## src/rtl/vending_change_dispenser.sv

```systemverilog
// vending_change_dispenser: coin-return unit. On a refund request it latches
// the amount and pays it out greedily (largest coin first), one coin per clock,
// then pulses done for one cycle.
//
// Build option: define COIN_INVENTORY_EN to add per-denomination stock
// counters (loaded from STOCK0..3 at reset); an exhausted denomination is
// skipped and an unpayable remainder raises a sticky error.
//
// Ports:
//   clk           in   system clock, rising edge
//   reset         in   synchronous active-low reset
//   refund_req    in   request pulse, sampled only while idle
//   refund_amount in   [7:0] amount to return, sampled with refund_req
//   coin_out      out  [7:0] coin value dispensed this cycle, 0 when none
//   coin_valid    out  high exactly when coin_out is nonzero
//   busy          out  high from the cycle after acceptance until done
//   done          out  one-cycle pulse at the end of each request
//   remaining     out  [7:0] amount still owed
//   error         out  refund incomplete; sticky until next accepted request
module vending_change_dispenser #(
  parameter logic [7:0] DENOM0 = 8'd50,
  parameter logic [7:0] DENOM1 = 8'd10,
  parameter logic [7:0] DENOM2 = 8'd5,
  parameter logic [7:0] DENOM3 = 8'd1
`ifdef COIN_INVENTORY_EN
  ,
  parameter logic [7:0] STOCK0 = 8'd4,
  parameter logic [7:0] STOCK1 = 8'd8,
  parameter logic [7:0] STOCK2 = 8'd4,
  parameter logic [7:0] STOCK3 = 8'd16
`endif
) (
  input  logic       clk,
  input  logic       reset,
  input  logic       refund_req,
  input  logic [7:0] refund_amount,
  output logic [7:0] coin_out,
  output logic       coin_valid,
  output logic       busy,
  output logic       done,
  output logic [7:0] remaining,
  output logic       error
);

  localparam int unsigned W    = 8;
  localparam int unsigned NDEN = 4;
  localparam int unsigned IW   = 2;

  typedef enum logic [1:0] {IDLE, DISPENSE, DONE} state_t;

  state_t state, state_d;

  logic [W-1:0]            coin_out_d, remaining_d;
  logic                    coin_valid_d, busy_d, done_d, error_d;
  logic [NDEN-1:0][W-1:0]  denom;
  logic [NDEN-1:0]         avail;
  logic                    sel_hit;
  logic [IW-1:0]           sel_idx;

  // Index 0 is the largest coin and has the highest priority.
  assign denom = {DENOM3, DENOM2, DENOM1, DENOM0};

`ifdef COIN_INVENTORY_EN
  logic [NDEN-1:0][W-1:0] stock, stock_d;

  always_comb begin
    for (int k = 0; k < NDEN; k++) begin
      avail[k] = (stock[k] != '0);
    end
  end
`else
  assign avail = '1;
`endif

  // Priority select: the largest available coin not exceeding what is owed.
  always_comb begin
    sel_hit = 1'b0;
    sel_idx = '0;
    for (int k = NDEN - 1; k >= 0; k--) begin
      if (avail[k] && (denom[k] != '0) && (denom[k] <= remaining)) begin
        sel_hit = 1'b1;
        sel_idx = IW'(k);
      end
    end
  end

  // Next-state and next-output logic.
  always_comb begin
    state_d      = state;
    coin_out_d   = '0;
    coin_valid_d = 1'b0;
    busy_d       = busy;
    done_d       = 1'b0;
    remaining_d  = remaining;
    error_d      = error;
`ifdef COIN_INVENTORY_EN
    stock_d      = stock;
`endif
    unique case (state)
      IDLE: begin
        busy_d = 1'b0;
        if (refund_req) begin
          remaining_d = refund_amount;
          busy_d      = 1'b1;
          error_d     = 1'b0;
          state_d     = (refund_amount == '0) ? DONE : DISPENSE;
        end
      end
      DISPENSE: begin
        if (sel_hit) begin
          coin_out_d   = denom[sel_idx];
          coin_valid_d = 1'b1;
          remaining_d  = remaining - denom[sel_idx];
`ifdef COIN_INVENTORY_EN
          stock_d[sel_idx] = stock[sel_idx] - W'(1);
`endif
          if (remaining_d == '0) begin
            state_d = DONE;
          end
        end else begin
          // Nothing payable: finish with the unpaid amount left in remaining.
`ifdef COIN_INVENTORY_EN
          error_d = 1'b1;
`endif
          state_d = DONE;
        end
      end
      DONE: begin
        done_d  = 1'b1;
        busy_d  = 1'b0;
        state_d = IDLE;
      end
      default: begin
        state_d = IDLE;
      end
    endcase
  end

  // State and output registers.
  always_ff @(posedge clk) begin
    if (!reset) begin
      state      <= IDLE;
      coin_out   <= '0;
      coin_valid <= 1'b0;
      busy       <= 1'b0;
      done       <= 1'b0;
      remaining  <= '0;
      error      <= 1'b0;
`ifdef COIN_INVENTORY_EN
      stock      <= {STOCK3, STOCK2, STOCK1, STOCK0};
`endif
    end else begin
      state      <= state_d;
      coin_out   <= coin_out_d;
      coin_valid <= coin_valid_d;
      busy       <= busy_d;
      done       <= done_d;
      remaining  <= remaining_d;
      error      <= error_d;
`ifdef COIN_INVENTORY_EN
      stock      <= stock_d;
`endif
    end
  end

endmodule

```

## config.mk

```make
export PLATFORM = sky130hd
export DESIGN_NAME = vending_change_dispenser
export DESIGN_NICKNAME = d
export VERILOG_FILES = /design/src/rtl/vending_change_dispenser.sv
export SDC_FILE = /design/constraint.sdc
export NUM_CORES = 1
export LEC_CHECK = 0
export CELL_PAD_IN_SITES_DETAIL_PLACEMENT = 1
export CELL_PAD_IN_SITES_GLOBAL_PLACEMENT = 1
export CORE_ASPECT_RATIO = 1.1
export CORE_MARGIN = 4
export CORE_UTILIZATION = 32
export CTS_CLUSTER_DIAMETER = 40
export DETAILED_ROUTE_END_ITERATION = 7
export GPL_TIMING_DRIVEN = 0
export PLACE_DENSITY_LB_ADDON = 0.12
export SLEW_MARGIN = 40
export SYNTH_ARGS = -nofsm -noshare
export SYNTH_HDL_FRONTEND = slang
export SYNTH_SLANG_ARGS = --single-unit
```

## constraint.sdc

```tcl
create_clock -name clk -period 3.2 [get_ports clk]
set_input_delay 0.64 -clock clk [delete_from_list [all_inputs] [get_ports clk]]
set_output_delay 0.64 -clock clk [all_outputs]
set_load 0.02 [all_outputs]
```

==> qor.csv, run 1 <==
stage,metric,value,unit
outcome,status,"complete, no violations",
grt,GR Overflow Total,0,
power_and_ir_drop,leakage,0.670,nW
setup_path,Crit. End Element,flop,
clock_network,CTS tree,done,
floorplan,Starting Density,33.7,%
power_and_ir_drop,Logic pwr share,63.4,%
floorplan,num ports,31,
grt,first-pass GRT wire length,6.69,mm
timing,f_max,327,MHz
timing,final worst path period share,95.5,%
setup_path,type of the worst setup path,flop to flop,
yosys,sequential share of the synthesized area,28.8,%
timing,Layout Skew,0.00206,ns
yosys,mean post-synth cell area,7.92,µm²
placed_design,gp weighted congestion,0.799,
timing,Final min period,3.05,ns
floorplan,Die Ht,73.6,µm
setup_path,CP Data Required Time,3.34,ns
timing,Final setup viols,0,
grt,Total GRT Usage,17.6,%
floorplan,FP Rows,23,
yosys,Synth area leaders,"dfxtp_1, ha_1, nand2_1",
power_and_ir_drop,Seq pwr share,22.9,%
clock_network,Num CTS Buffers,3,
yosys,Yosys top cell area share,28.8,%
timing,Pins Over Slew Limit,0,
floorplan,Die Wd,67.6,µm
final_layout,fin nets,212,
yosys,"flops & latches, synth",18,
final_layout,area grow syn2layout,39.2,%
grt,vias in the first global route,1377,
yosys,Async SR Flop Fraction,0,%
placed_design,area post-placement,0.00159,mm²
setup_path,critical path peak fanout,10,
setup_path,reg2reg end,state[0],
power_and_ir_drop,Net Switching,0.573,mW
clock_network,CTS Buffer Depth,2,
clock_network,H-tree depth,1,
setup_path,Worst setup SP type,flop,
setup_path,Register-to-Register Setup Slack,0.15,ns
min_path,Hold Path Depth,2,
yosys,ys flop type,dfxtp_1,
power_and_ir_drop,Clk pwr share,13.7,%
min_path,hold wc startpoint,busy,
yosys,"Cell Area, Synth",0.00125,mm²
min_path,hold worst-path end,busy,
clock_network,TritonCTS Sinks,18,
power_and_ir_drop,PD cells,758,mW/mm²
routing,ANT nets after route,0,
power_and_ir_drop,Switching Fraction,43.4,%
routing,via/cell ratio,5.55,
yosys,Post-synth EDFFs,0,
final_layout,"Design Area, Final",0.00174,mm²
power_and_ir_drop,Pint,0.747,mW
timing,Slew headroom,56.0,%
final_layout,fillers,453,
routing,drt first pass iters,4,
clock_network,clk root buf,clkbuf_8,
final_layout,fraction of layout cells with a size suffix above 1,15.9,%
routing,Via Count,1359,
setup_path,"Arr. time, crit path",3.20,ns
power_and_ir_drop,total power,1.32,mW
routing,DR DRC count,0,
yosys,Yosys cell types,55,
setup_path,FF-to-FF path depth,11,
placed_design,IO Port Bufs,27,
yosys,largest area contributor in the netlist,dfxtp_1,
yosys,Synth Instances,158,
clock_network,Clock Latency Late Sink,0.25,ns
yosys,Yosys Warn Count,0,
timing,Slew @ Worst Pin,0.659,ns
flow_run,maxcap violations,0,
floorplan,core footprint,0.00371,mm²
grt,initial antenna violation count,0,
min_path,HP Class,flop to flop,
routing,initial detailed-routing violation count,59,
grt,largest net degree at the start of global routing,11,
setup_path,launching point of the worst reg2reg path,remaining[1],
routing,DRT Wirelength,4.11,mm
routing,per-cell routed wire length,16.8,µm
timing,"Hold Vio Cnt, Final",0,
power_and_ir_drop,peak supply drop,321,µV
final_layout,n_diodes,0,
timing,RSZ-0062 raised after global routing,no,
placed_design,DP Wirelength,3.16,mm
floorplan,die area,0.00498,mm²
clock_network,clock slew at reported path FFs,0.07,ns
## cell families (layout without fill, tap and decap cells)
family	Yosys count	count (layout)	share of synthesized area, %
AND/OR/NAND/NOR	63	63	27.8
XOR/XNOR	2	2	1.40
other	1	3	0.300
flip-flops	18	18	28.8
AO/OA/AOI/OAI	52	52	30.3
buffers and inverters	17	52	6.40
adder cells (fa/ha/maj)	5	5	5.00
## state kept, by name, summed over array words and instances (netlist names)
signal / cells
coin_out: 5
done: 1
busy: 1
coin_valid: 1
remaining: 8
state: 2
## synthesized netlist by cell type (all sizes together) (2+ instances only)
master and count:
dfxtp 18, nand2 14, nor2 14, a21oi 8
o21ai 8, inv 7, a31oi 6, buf 6
o211ai 6, ha 5, nand3 5, clkbuf 4
nor4 4, nand2b 3, nand3b 3, nor2b 3
or3 3, a211o 2, a21boi 2, a311oi 2
and2 2, and3 2, nor3 2, o22a 2
xnor2 2
## per-layer routing
layer / vias to the layer above / wire length (µm) / global-route usage (%)
li1: 664 / - / -
met1: 663 / 1830 / 21.7
met2: 30 / 2110 / 32.3
met3: 2 / 164 / 3.36
met4: 0 / 7 / 1.35
met5: - / 0 / 0
## worst max-delay path, cell delays in order, from the launching register on
cell	delay, ns
dfxtp_1	0.31
buf_4	0.17
or3_4	0.40
nand3_2	0.10
and3_4	0.21
nand2_1	0.06
ha_1	0.21
a211o_1	0.30
a311o_2	0.35
or3_1	0.37
a32o_2	0.29
o22a_1	0.16
## how the worst max path moves through the flow
stage	start	endpoint	slack [ns]	cells past startpoint
detailed placement	remaining[4]	state[0]	-0.31	9
CTS	remaining[1]	state[0]	0.006	11
finish	remaining[1]	state[0]	0.15	11
global placement	remaining[7]	state[0]	-0.30	10
global route	remaining[1]	state[0]	0.003	11
floorplan	remaining[1]	state[0]	0.10	10
## power by group through the flow
| stage | logic [mW] | registers (mW) | clock network, mW |
|---|---|---|---|
| floorplan | 0.500 | 0.316 | 0 |
| global placement | 0.718 | 0.297 | 0 |
| detailed placement | 0.737 | 0.300 | 0 |
| CTS | 0.775 | 0.296 | 0.186 |
| global route | 0.921 | 0.308 | 0.196 |
| finish | 0.837 | 0.302 | 0.181 |
## cell type report
type | count | area [µm²] | share of cell area (%)
Buffer | 10 | 56.3 | 3.23
Clock buffer | 4 | 55.1 | 3.16
Inverter | 7 | 26.3 | 1.51
Multi-Input combinational cell | 125 | 878 | 50.4
Sequential cell | 18 | 363 | 20.8
Tap cell | 50 | 62.6 | 3.59
Timing Repair Buffer | 31 | 300 | 17.2
## what timing repair did
item	in CTS	in global routing
pin swaps	1	2
hold buffers	0	0
endpoints found under the hold margin	0	0
setup endpoints to repair	3	2
buffers inserted	3	1
gates resized for setup	5	13
## stage by stage
stage / util [%] / cells / hold slack [ns] / setup slack (ns) / TNS, ns
final: 46.9 / 245 / 0.516 / 0.145 / 0
after global placement: 42.9 / 237 / 0.496 / -0.298 / -0.429
after floorplan: - / 160 / 0.529 / 0.103 / 0
after detailed placement: 42.9 / 237 / 0.507 / -0.308 / -0.468
after global routing: 46.9 / 245 / 0.605 / 0.00321 / 0
after CTS: 45.4 / 244 / 0.523 / 0.00613 / 0
## placed cells by master (no fill, tap or decap), types with 6 or more instances in the layout
cell type	synthesis	layout
nand2_1	14	13
a21oi_1	8	8
o211ai_1	6	6
inv_1	7	7
buf_4	4	9
a31oi_1	6	6
nor2_1	14	14
clkdlybuf4s50_1	0	27
dfxtp_1	18	16
o21ai_0	7	6
Note: power is estimated with default switching activity, not from simulation.
==> inputs of run 2 (changes only) <==
REMOVE_ABC_BUFFERS = 1   (was not set)
==> run 2 against run 1 <==
  * Routed wire length is 4.5% lower
  * Critical path type unchanged
  * Count of clock-buffer cells in the layout stayed put
  * Fmax is 1.6% lower
  * Largest cell class unchanged
  * Highest routed layer unchanged
  * Critical endpoint unchanged
  * Clock skew is 0.0011 ns lower
==> qor.csv, run 2 (synthesized netlist as in run 1, its figures left out) <==
stage,metric,value,unit
outcome,status,"complete, no violations",
final_layout,register area,368,µm²
final_layout,Top reg by flops,remaining,
grt,GR Overflow Total,0,
timing,Pins Over Slew Limit,0,
min_path,HP Class,flop to flop,
setup_path,CP Data Required Time,3.35,ns
power_and_ir_drop,Seq pwr share,25.6,%
grt,first-pass GRT wire length,6.47,mm
floorplan,Die Wd,67.6,µm
clock_network,CTS Buffer Depth,2,
timing,final worst path period share,97.0,%
timing,Final min period,3.10,ns
routing,initial detailed-routing violation count,49,
setup_path,"Arr. time, crit path",3.25,ns
clock_network,clock slew at reported path FFs,0.06,ns
timing,Hold Worst Slack,0.523,ns
final_layout,n_diodes,0,
final_layout,fin nets,200,
timing,"Hold Vio Cnt, Final",0,
floorplan,die area,0.00498,mm²
routing,per-cell routed wire length,16.9,µm
final_layout,"commonest non-fill, non-tap cells in the layout","clkdlybuf4s50_1, nor2_1, nand2_1, dfxtp_1, a21oi_1",
routing,DR DRC count,0,
final_layout,fillers,442,
power_and_ir_drop,Switching Fraction,44.3,%
clock_network,Clock Latency Late Sink,0.25,ns
power_and_ir_drop,Net Switching,0.550,mW
grt,Total GRT Usage,17.2,%
timing,Final setup viols,0,
floorplan,FP Rows,23,
floorplan,Starting Density,33.7,%
final_layout,Multi-input gate area,847,µm²
grt,initial antenna violation count,0,
routing,Via Count,1322,
clock_network,H-tree depth,1,
power_and_ir_drop,peak supply drop,248,µV
power_and_ir_drop,leakage,0.624,nW
power_and_ir_drop,PD cells,755,mW/mm²
setup_path,Worst setup SP type,flop,
grt,vias in the first global route,1368,
timing,Slew @ Worst Pin,0.738,ns
setup_path,type of the worst setup path,flop to flop,
placed_design,DP Wirelength,3.18,mm
final_layout,fraction of layout cells with a size suffix above 1,9.84,%
timing,Slew headroom,50.8,%
placed_design,gp weighted congestion,0.764,
flow_run,maxcap violations,0,
final_layout,Top Registers,"remaining x8, coin_out x5, state x2",
clock_network,Num CTS Buffers,3,
final_layout,area grow syn2layout,31.4,%
floorplan,Die Ht,73.6,µm
power_and_ir_drop,total power,1.24,mW
power_and_ir_drop,Logic pwr share,59.6,%
setup_path,Crit. End Element,flop,
placed_design,dpl ws,-0.270,ns
timing,RSZ-0062 raised after global routing,no,
routing,ANT nets after route,0,
power_and_ir_drop,Clk pwr share,14.7,%
setup_path,critical path peak fanout,11,
routing,DRT Wirelength,3.93,mm
timing,Layout Skew,0.000907,ns
floorplan,core footprint,0.00371,mm²
timing,total negative setup slack,0,ns
routing,drt first pass iters,4,
final_layout,max FFs per register,8,
clock_network,CTS tree,done,
grt,largest net degree at the start of global routing,19,
placed_design,IO Port Bufs,27,
final_layout,"Core Util, Final",44.3,%
clock_network,clk root buf,clkbuf_8,
final_layout,"most common cell after layout, fill and taps aside",clkdlybuf4s50_1,
clock_network,TritonCTS Sinks,18,
timing,f_max,322,MHz
power_and_ir_drop,Pint,0.691,mW
routing,via/cell ratio,5.67,
floorplan,num ports,31,
timing,post-route setup slack,0.0960,ns
## run 2: changes by cell type in the layout (fill, tap and decap cells not counted), sizes merged
| cell | before | now |
|---|---|---|
| buf | 10 | 2 |
| clkbuf | 8 | 4 |
## run 2: worst max-delay path, cell delays in order, from the launching register on
cell and delay, ns:
dfxtp_4 0.39, or3_1 0.40, nand3_1 0.11, nand3_1 0.13, nand2_1 0.15, ha_2 0.33
a211o_1 0.28, a311o_2 0.41, or3_1 0.36, a32o_1 0.29, o22a_1 0.16
## run 2: repair_timing
item,in CTS,in global routing
hold buffers,0,0
pin swaps,1,0
gates cloned,0,0
setup endpoints to repair,4,2
gates resized for setup,3,6
buffers inserted,2,0
## run 2: final timing paths
check	startpoint	to	slack [ns]	depth (start not counted)
worst max-delay path	remaining[1]	state[0]	0.1	10
worst min-delay path	busy	busy	0.52	2
worst max register to register	remaining[1]	state[0]	0.1	10
worst min register to register	busy	busy	0.52	2
## run 2: area by class of cell
| type | count | share of cell area (%) |
|---|---|---|
| inverter | 7 | 1.60 |
| multi-input combinational | 125 | 51.5 |
| timing repair buffer | 29 | 17.4 |
| clock buffer | 4 | 3.35 |
| tap | 50 | 3.81 |
| sequential | 18 | 22.4 |
## run 2: layer usage
metal | track usage [%] | share of wire (%) | vias to the layer above
met3 | 3.21 | 2.5 | 8
li1 | - | - | 638
met5 | 0 | 0 | -
met4 | 6.76 | 2.6 | 0
met2 | 30.2 | 51 | 25
met1 | 20.2 | 44 | 651
## run 2: power by group through the flow
| stage | clock network (mW) | registers [mW] | logic (mW) |
|---|---|---|---|
| after floorplan | 0 | 0.329 | 0.477 |
| after global placement | 0 | 0.314 | 0.685 |
| after detailed placement | 0 | 0.316 | 0.715 |
| after CTS | 0.193 | 0.316 | 0.739 |
| after global routing | 0.207 | 0.325 | 0.819 |
| final | 0.183 | 0.318 | 0.740 |
## run 2: through the flow
stage	instance area (µm²)	cells
finish	1640	233
global route	1640	233
CTS	1640	233
detailed placement	1550	227
global placement	1540	227
floorplan	1200	150
==> inputs of run 3 (changes only) <==
CORE_UTILIZATION = 25   (was 32)
==> run 3 against run 2 <==
  * Core utilization shrank 9.2 points
  * Combinational power grew 3.9%
  * Routed wire length grew 8.1%
  * Critical path type unchanged
  * Clock skew grew 0.0035 ns
  * Largest power group unchanged
==> qor.csv, run 3 (synthesized netlist as in run 1, its figures left out) <==
stage,metric,value,unit
clock_network,clock slew at reported path FFs,0.07,ns
final_layout,max FFs per register,8,
timing,f_max,331,MHz
placed_design,DP Wirelength,3.31,mm
outcome,status,"complete, no violations",
clock_network,clk root buf,clkbuf_8,
setup_path,CP Data Required Time,3.35,ns
timing,Slew headroom,48.8,%
clock_network,Clock Latency Late Sink,0.25,ns
floorplan,FP Rows,26,
final_layout,"Design Area, Final",0.00167,mm²
power_and_ir_drop,total power,1.27,mW
grt,met2 usage,25.0,%
routing,per-cell routed wire length,17.7,µm
timing,RSZ-0062 raised after global routing,no,
routing,ANT nets after route,0,
floorplan,Starting Density,26.3,%
grt,largest net degree at the start of global routing,19,
final_layout,area grow syn2layout,33.1,%
routing,DRT Wirelength,4.25,mm
power_and_ir_drop,peak supply drop,317,µV
timing,final worst path period share,94.4,%
placed_design,IO Port Bufs,27,
timing,post-route setup slack,0.178,ns
clock_network,Num CTS Buffers,3,
setup_path,type of the worst setup path,flop to flop,
min_path,HP Class,flop to flop,
grt,Total GRT Usage,14.5,%
placed_design,dpl ws,-0.332,ns
floorplan,Die Wd,75.5,µm
routing,initial detailed-routing violation count,46,
setup_path,Worst setup SP type,flop,
grt,initial antenna violation count,0,
floorplan,core footprint,0.00475,mm²
final_layout,Multi-input gate area,852,µm²
final_layout,Top reg by flops,remaining,
clock_network,CTS tree,done,
final_layout,fillers,575,
grt,GR Overflow Total,0,
placed_design,gp weighted congestion,0.762,
timing,Pins Over Slew Limit,0,
final_layout,fin nets,201,
grt,M1 GR Usage,18.8,%
power_and_ir_drop,PD cells,763,mW/mm²
setup_path,critical path peak fanout,11,
timing,Final min period,3.02,ns
setup_path,"Arr. time, crit path",3.17,ns
final_layout,n_diodes,0,
placed_design,area post-placement,0.00156,mm²
clock_network,TritonCTS Sinks,18,
grt,vias in the first global route,1353,
final_layout,register area,369,µm²
routing,drt first pass iters,4,
floorplan,Die Ht,82.2,µm
final_layout,"commonest non-fill, non-tap cells in the layout","clkdlybuf4s50_1, nor2_1, nand2_1, dfxtp_1, a21oi_1",
grt,first-pass GRT wire length,6.97,mm
flow_run,maxcap violations,0,
clock_network,H-tree depth,1,
setup_path,Crit. End Element,flop,
routing,DR DRC count,0,
timing,"Hold Vio Cnt, Final",0,
power_and_ir_drop,leakage,0.628,nW
floorplan,num ports,31,
floorplan,die area,0.00620,mm²
clock_network,CTS Buffer Depth,2,
timing,Layout Skew,0.00445,ns
final_layout,Top Registers,"remaining x8, coin_out x5, state x2",
timing,Slew @ Worst Pin,0.768,ns
grt,GR peak layer,met2,
final_layout,fraction of layout cells with a size suffix above 1,13.0,%
routing,Via Count,1330,
timing,Final setup viols,0,
final_layout,"most common cell after layout, fill and taps aside",clkdlybuf4s50_1,
grt,met3 Use GR,3.63,%
final_layout,"Core Util, Final",35.1,%
routing,via/cell ratio,5.54,
## run 3: what timing repair did
item / CTS / global route
resized for setup: 2 / 11
pin swaps: 1 / 2
buffers inserted: 3 / 0
endpoints found under the setup margin: 6 / 2
hold buffers: 0 / 0
## run 3: area by class of cell
type / instances / share of cell area (%)
sequential: 18 / 22.2
clock buffer: 4 / 3.31
inverter: 7 / 1.58
timing repair buffer: 30 / 17.6
multi-input combinational: 125 / 51.2
tap: 56 / 4.21
## run 3: path summary, 6_finish.rpt
check	depth (start not counted)	from	slack, ns	end
worst max-delay path	10	remaining[1]	0.18	state[0]
worst min-delay path	2	remaining[0]	0.57	remaining[0]
worst max register to register	10	remaining[1]	0.18	state[0]
worst min register to register	2	remaining[0]	0.57	remaining[0]
## run 3: metrics by stage
step           TNS, ns  hold WS (ns)  std cells
2_1_floorplan        0         0.529        150
3_3_place_gp    -0.425         0.501        233
3_5_place_dp    -0.739         0.564        233
4_1_cts              0         0.586        240
5_1_grt              0         0.603        240
6_report             0         0.572        240
## run 3: layer usage
metal  wire [µm]  part of all wire, %
met2        2140                   50
met3         148                  3.5
met5           0                    0
met1        1960                   46
met4           0                    0
## run 3: power by group
part / total [mW] / switching, mW / internal [mW]
logic: 0.769 / 0.431 / 0.337
registers: 0.318 / 0.0631 / 0.255
clock network: 0.184 / 0.0747 / 0.109
total: 1.27 / 0.569 / 0.702
## run 3: critical path: stages (launching register included)
cell and delay [ns]:
dfxtp_4 0.39, or3_1 0.40, nand3_1 0.12, nand3_2 0.12, nand2_2 0.12, ha_2 0.32
a211o_1 0.28, a311o_2 0.37, or3_1 0.36, a32o_1 0.29, o22a_1 0.16
==> edit 1: new RTL, flow settings as in run 2 <==
Build with the macro `COIN_INVENTORY_EN` defined.
--- a/src/rtl/vending_change_dispenser.sv
+++ b/src/rtl/vending_change_dispenser.sv
@@ -17,6 +17,8 @@
 //   done          out  one-cycle pulse at the end of each request
 //   remaining     out  [7:0] amount still owed
 //   error         out  refund incomplete; sticky until next accepted request
+`define COIN_INVENTORY_EN
+
 module vending_change_dispenser #(
   parameter logic [7:0] DENOM0 = 8'd50,
   parameter logic [7:0] DENOM1 = 8'd10,
Behaviour: not the same (a bounded check fails within 10 cycles, from zero or initial values and one cycle with reset low).
==> edit 1 against run 2 <==
- the run now ends with negative setup slack left
- non-clock buffer count increased by 41
- routed wire length is 150% higher
- sequential cell count rose by 33
- synthesized area grew 130%
- clock power is 120% higher
- sequential share of layout area rose by 3.6 points
- setup slack got worse by 0.15 ns
- final area up 150%
- total power rose to 2.9 times the old value
- combinational power rose to 3.2 times the old value
- clock skew increased by 0.010 ns
==> edit 1: results (changes against run 2) <==
stage,metric,value,unit,change
sta,tightest_slew,0.835,ns,+0.0972 ns
sta,skew,0.0113,ns,+0.0104 ns
synthesis,synth.distinct_cells,58,,+5.5%
sta,fin_setup_tns,-0.0499,ns,-0.0499 ns
cts,cts_buffers,5,,+2
placement,dp_cells,471,,+110%
layout,drive_gt1_share,28.2,%,+18 points
detailed_routing,dr.pass1.iters,6,,+2
critical_path,critPathSlowestCell,or4_4,,
global_routing,grt_max_degree,28,,+9
global_routing,grtUsageTotal,18.1,%,+0.90 points
status,status,"finished, violations left",,
layout,num-nets-final,422,,+110%
power_and_ir_drop,switching_share,45.2,%,+0.91 points
global_routing,grt_pass1_wl,15100,microns,+130%
cts,clk_pin_slew,0.10,ns,+0.04 ns
sta,layout_setup_ws,-0.0499,ns,-0.146 ns
cts,h-tree-depth,2,,+1
sta,finalSetupViolations,1,,+1
layout,reg_top3,"stock x32, remaining x8, coin_out x5",,
layout,instances_no_fill,518,,+120%
power_and_ir_drop,total_leakage_power,1.67,nW,+170%
power_and_ir_drop,seq_power_share,23.8,%,-1.8 points
synthesis,synth_area_leaders,"dfxtp_1 35%, nand2_1 7.3%, o211a_1 4.2%, mux2i_1 3.5%, o21ai_0 3.3%",,
synthesis,synth_top_cells_by_count,"56 x nand2_1, 51 x dfxtp_1, 22 x nor2_1",,
critical_path,reg2reg_depth,12,,+2
placement,place_ws,-1.17,ns,-0.903 ns
layout,fillers,1041,,+140%
detailed_routing,drt-initial-drc-count,60,,+22%
power_and_ir_drop,ir_drop,0.305,mV,+23%
sta,hold_slack,0.515,ns,-0.00781 ns
cts,worstSkewPairLatency,0.32,ns,+0.07 ns
detailed_routing,wirelength,9710,microns,+150%
critical_path,max_stage_delay,0.54,ns,+0.13 ns
hold_path,min_to,stock[21]$_SDFFE_PN0P_,,
status,failed_checks,negative setup slack,,
critical_path,r2r_start,remaining[2]$_SDFFE_PN0P_,,
placement,hpwl,6700,microns,+110%
placement,place_area,0.00330,sq mm,+110%
placement,place_congestion,0.807,,+5.7%
critical_path,cp_max_fo,7,,-4
synthesis,synth_area_per_cell,8.48,sq um,+7.1%
global_routing,grt_pass1_vias,2882,,+110%
detailed_routing,num_vias,2782,,+110%
placement,port_buffers,28,,+3.7%
synthesis,yosys_most_used_dff,dfxtp_1,,
==> edit 1: cell count changes after synthesis, moves of 6 or more <==
cell	run 2	this run
nand2_1	14	56
nor4_1	3	9
mux2i_1	0	10
clkbuf_1	4	11
nor3_1	2	9
nor2_1	14	22
o21ai_0	7	19
dfxtp_1	18	51
o21ai_1	1	7
nand3_1	5	13
xnor2_1	2	9
o211a_1	1	12
nor2b_1	3	13
==> edit 1: timing repair <==
item                       4_1_cts  5_1_grt
gates resized for setup         43       31
setup endpoints to repair       37       13
pin swaps                       18       21
buffers inserted                24       15
gates cloned                     0        0
==> edit 1: logic make-up (layout without fill, tap and decap cells) <==
logic type	after synthesis	count (layout)	synth area share [%]
compound gates	88	88	24.7
xor+xnor	13	13	4.20
fa+ha+maj	8	8	3.72
buf+inv	28	90	4.07
flops	51	51	35.3
mux	10	10	3.46
other cells	1	2	0.130
simple gates	142	142	24.4
==> edit 1: power by group through the flow <==
stage / logic [mW] / registers (mW) / clock network (mW)
after floorplan: 1.13 / 0.835 / 0
after global placement: 1.58 / 0.835 / 0
after detailed placement: 1.61 / 0.837 / 0
after CTS: 1.97 / 0.852 / 0.423
after global routing: 2.52 / 0.873 / 0.446
final: 2.34 / 0.859 / 0.409
==> edit 1: worst max path at each step <==
| stage | endpoint | slack [ns] | cells after the start | from |
|---|---|---|---|---|
| final | state[0]$_SDFFE_PN0P_ | -0.05 | 12 | remaining[2]$_SDFFE_PN0P_ |
| after global routing | state[0]$_SDFFE_PN0P_ | -0.18 | 15 | remaining[1]$_SDFFE_PN0P_ |
| after CTS | state[0]$_SDFFE_PN0P_ | -0.04 | 12 | remaining[2]$_SDFFE_PN0P_ |
| after detailed placement | state[0]$_SDFFE_PN0P_ | -1.17 | 15 | remaining[4]$_SDFFE_PN0P_ |
| after global placement | state[0]$_SDFFE_PN0P_ | -1.11 | 15 | remaining[4]$_SDFFE_PN0P_ |
| after floorplan | state[0]$_SDFFE_PN0P_ | -0.45 | 15 | remaining[4]$_SDFFE_PN0P_ |
==> edit 1: cell type report <==
class / instances / area, sq um / area share [%]
multi-input cells: 263 / 2100 / 52.0
inverters: 12 / 47.5 / 1.18
clock buffers: 7 / 86.3 / 2.13
clock inverters: 1 / 8.76 / 0.217
repair buffers: 70 / 607 / 15.0
flip-flops and latches: 51 / 1050 / 26.0
well taps: 114 / 143 / 3.53
==> edit 1: routing by layer <==
layer	vias to the layer above	wire length, microns	track usage (%)	part of all wire, %
li1	1346	-	-	-
met5	-	0	0	0
met4	0	259	7.41	2.7
met3	22	244	2.33	2.5
met1	1360	4110	20.9	42
met2	54	5090	33.3	52
==> edit 1: tightest hold or removal path, cell delays in order (launching register included) <==
cell and delay, ns:
dfxtp_1 0.36, nand2_1 0.07, a21boi_1 0.05
==> edit 2: new RTL, config.mk and constraints of run 2 <==
Without the edit above. Encoding of `state_t`: now one-hot (3 bits for 3 states).
--- a/src/rtl/vending_change_dispenser.sv
+++ b/src/rtl/vending_change_dispenser.sv
@@ -46,7 +46,7 @@
   localparam int unsigned NDEN = 4;
   localparam int unsigned IW   = 2;
 
-  typedef enum logic [1:0] {IDLE, DISPENSE, DONE} state_t;
+  typedef enum logic [2:0] {IDLE = 3'b001, DISPENSE = 3'b010, DONE = 3'b100} state_t;
 
   state_t state, state_d;
 
Check against the original RTL: no difference found for any inputs over 10 cycles, from zero or initial values and one cycle with reset low; not proved beyond that.
==> edit 2 against run 2 <==
- synthesized area is 1.1% higher
- total power is 26% lower
- utilization is 2.2 points higher
- combinational power is 38% lower
- setup slack worse by 0.0057 ns
- count of clock-buffer cells in the layout is 1 lower
- sequential power is 9.1% lower
- routed wire length is 5.3% lower
- die area is 0.97% higher
- sequential cell count is 1 higher
- final area is 5.8% higher
- non-clock buffer count is 4 higher
==> edit 2: results (changes against run 2) <==
stage,metric,value,unit,change
status,status,"finished, final reports clean",,
synthesis,synth_area_leaders,"dfxtp_1 30%, nand2_1 7.7%, ha_1 4.9%, nor2_1 4.7%, mux2i_1 4.0%",,
critical_path,cp_max_fo,7,,-4
placement,port_buffers,27,,unchanged
synthesis,synth.distinct_cells,43,,-22%
detailed_routing,dr.pass1.iters,4,,unchanged
critical_path,reg2reg_depth,12,,+2
synthesis,yosysWarnings,0,,unchanged
layout,reg_top3,"remaining x8, coin_out x5, state x3",,
power_and_ir_drop,total_leakage_power,0.704,nW,+13%
layout,num-nets-final,204,,+2.0%
placement,dp_cells,227,,unchanged
cts,cts-root-buf,clkbuf_8,,
hold_path,worstHoldStart,state[1]$_SDFFE_PN0P_,,
critical_path,r2r_end,state[1]$_SDFFE_PN0P_,,
global_routing,grt_pass1_wl,5930,microns,-8.3%
global_routing,grtUsageTotal,15.6,%,-1.5 points
placement,hpwl,2830,microns,-11%
synthesis,yosys_most_used_dff,dfxtp_1,,
synthesis,synth_top_cells_by_count,"26 x nand2_1, 19 x dfxtp_1, 16 x nor2_1",,
synthesis,synthCells,157,,-0.63%
layout,instances_no_fill,237,,+1.7%
sta,timing.slew.headroom,55.6,%,+4.8 points
synthesis,synth-async-reset-ratio,0,%,unchanged
sta,skew,0.00380,ns,+0.00289 ns
critical_path,r2r_setup_slack,0.09,ns,
detailed_routing,wirelength,3720,microns,-5.3%
global_routing,grt_max_degree,15,,-4
global_routing,grt_pass1_vias,1237,,-9.6%
cts,cts_buffers,3,,unchanged
critical_path,worstPathArrival,3.27,ns,+0.02 ns
critical_path,r2r_start,remaining[1]$_SDFFE_PN0P_,,
layout,drive_gt1_share,18.2,%,+8.3 points
detailed_routing,drt-initial-drc-count,31,,-37%
cts,worstSkewPairLatency,0.26,ns,
sta,hold_slack,0.487,ns,-0.0361 ns
hold_path,min_to,done$_SDFF_PN0_,,
layout,fillers,455,,+2.9%
power_and_ir_drop,ir_drop,0.244,mV,-1.6%
hold_path,worstHoldPathType,reg -> reg,,
detailed_routing,vias_per_cell,5.30,,-6.5%
placement,place_area,0.00155,sq mm,+0.24%
hold_path,whs_path_depth,1,,-1
die,row_count,23,,unchanged
synthesis,yosysSeqAreaShare,30.1,%,+1.3 points
cts,clock_path_buffers,2,,unchanged
cts,h-tree-depth,1,,unchanged
cts,clk_pin_slew,0.08,ns,+0.02 ns
global_routing,antenna_found_initial,0,,unchanged
placement,place_congestion,0.847,,+11%
layout,n_antenna_cell,0,,unchanged
placement,place_ws,-0.377,ns,-0.107 ns
-- edit 2: stage by stage --
step,utilization (%),TNS [ns]
2_1_floorplan,-,0
3_3_place_gp,41.4,-0.536
3_5_place_dp,41.5,-0.651
4_1_cts,44.5,0
5_1_grt,46.5,0
6_report,46.5,0
-- edit 2: kinds of logic (layout without fill, tap and decap cells) --
kind of cell             after synthesis  count (layout)  synth area share (%)
AND/OR/NAND/NOR                       65              65                  25.5
AO/OA/AOI/OAI                         42              42                  24.9
flip-flops                            19              19                  30.1
buffers and inverters                 14              42                  5.93
multiplexers                           6               6                  4.85
adder cells (fa/ha/maj)                5               5                  4.95
XOR/XNOR                               5               5                  3.46
other                                  1               3                 0.296
-- edit 2: area by class of cell --
cell class                 instances  area, sq um  share of cell area [%]
inverter                           5         18.8                    1.08
tap                               50         62.6                    3.60
clock inverter                     1         5.00                   0.288
clock buffer                       3         41.3                    2.37
timing repair buffer              33          313                    18.0
multi-input combinational        126          906                    52.1
sequential                        19          393                    22.6
-- edit 2: per-layer routing --
metal | routed length, microns | GRT usage, %
met1 | 1630 | 19.3
met2 | 1890 | 27.3
met3 | 140 | 2.87
met4 | 54 | 4.86
met5 | 0 | 0
-- edit 2: report_power, final --
part           internal, mW  leakage [nW]  switching, mW
sequential            0.253         0.158         0.0361
clock                0.0866        0.0255         0.0842
combinational         0.219         0.521          0.243
-- edit 2: what timing repair did --
action | 4_1_cts | 5_1_grt
buffers inserted | 4 | 2
setup endpoints to repair | 2 | 2
gates resized for setup | 9 | 13
pin swaps | 2 | 5
-- edit 2: how the worst max path moves through the flow --
| stage | startpoint | end | slack, ns | cells after the start |
|---|---|---|---|---|
| final | remaining[1]$_SDFFE_PN0P_ | state[1]$_SDFFE_PN0P_ | 0.09 | 12 |
| after CTS | remaining[5]$_SDFFE_PN0P_ | state[1]$_SDFFE_PN0P_ | 0.008 | 10 |
| after floorplan | remaining[6]$_SDFFE_PN0P_ | state[1]$_SDFFE_PN0P_ | 0.02 | 10 |
| after detailed placement | remaining[6]$_SDFFE_PN0P_ | state[1]$_SDFFE_PN0P_ | -0.38 | 10 |
| after global placement | remaining[6]$_SDFFE_PN0P_ | state[1]$_SDFFE_PN0P_ | -0.32 | 10 |
| after global routing | remaining[6]$_SDFFE_PN0P_ | state[1]$_SDFFE_PN0P_ | 0.008 | 11 |
-- edit 2: worst max-delay path, cell delays in order, from the launching register on --
cell and delay, ns:
dfxtp_4 0.39, nor2_4 0.11, nand2_1 0.08, a311oi_2 0.30, o31a_1 0.22, nand2_1 0.10
ha_4 0.25, and4b_1 0.20, a22o_4 0.26, o211a_1 0.20, a211o_1 0.25, or4_4 0.43
a21bo_1 0.20
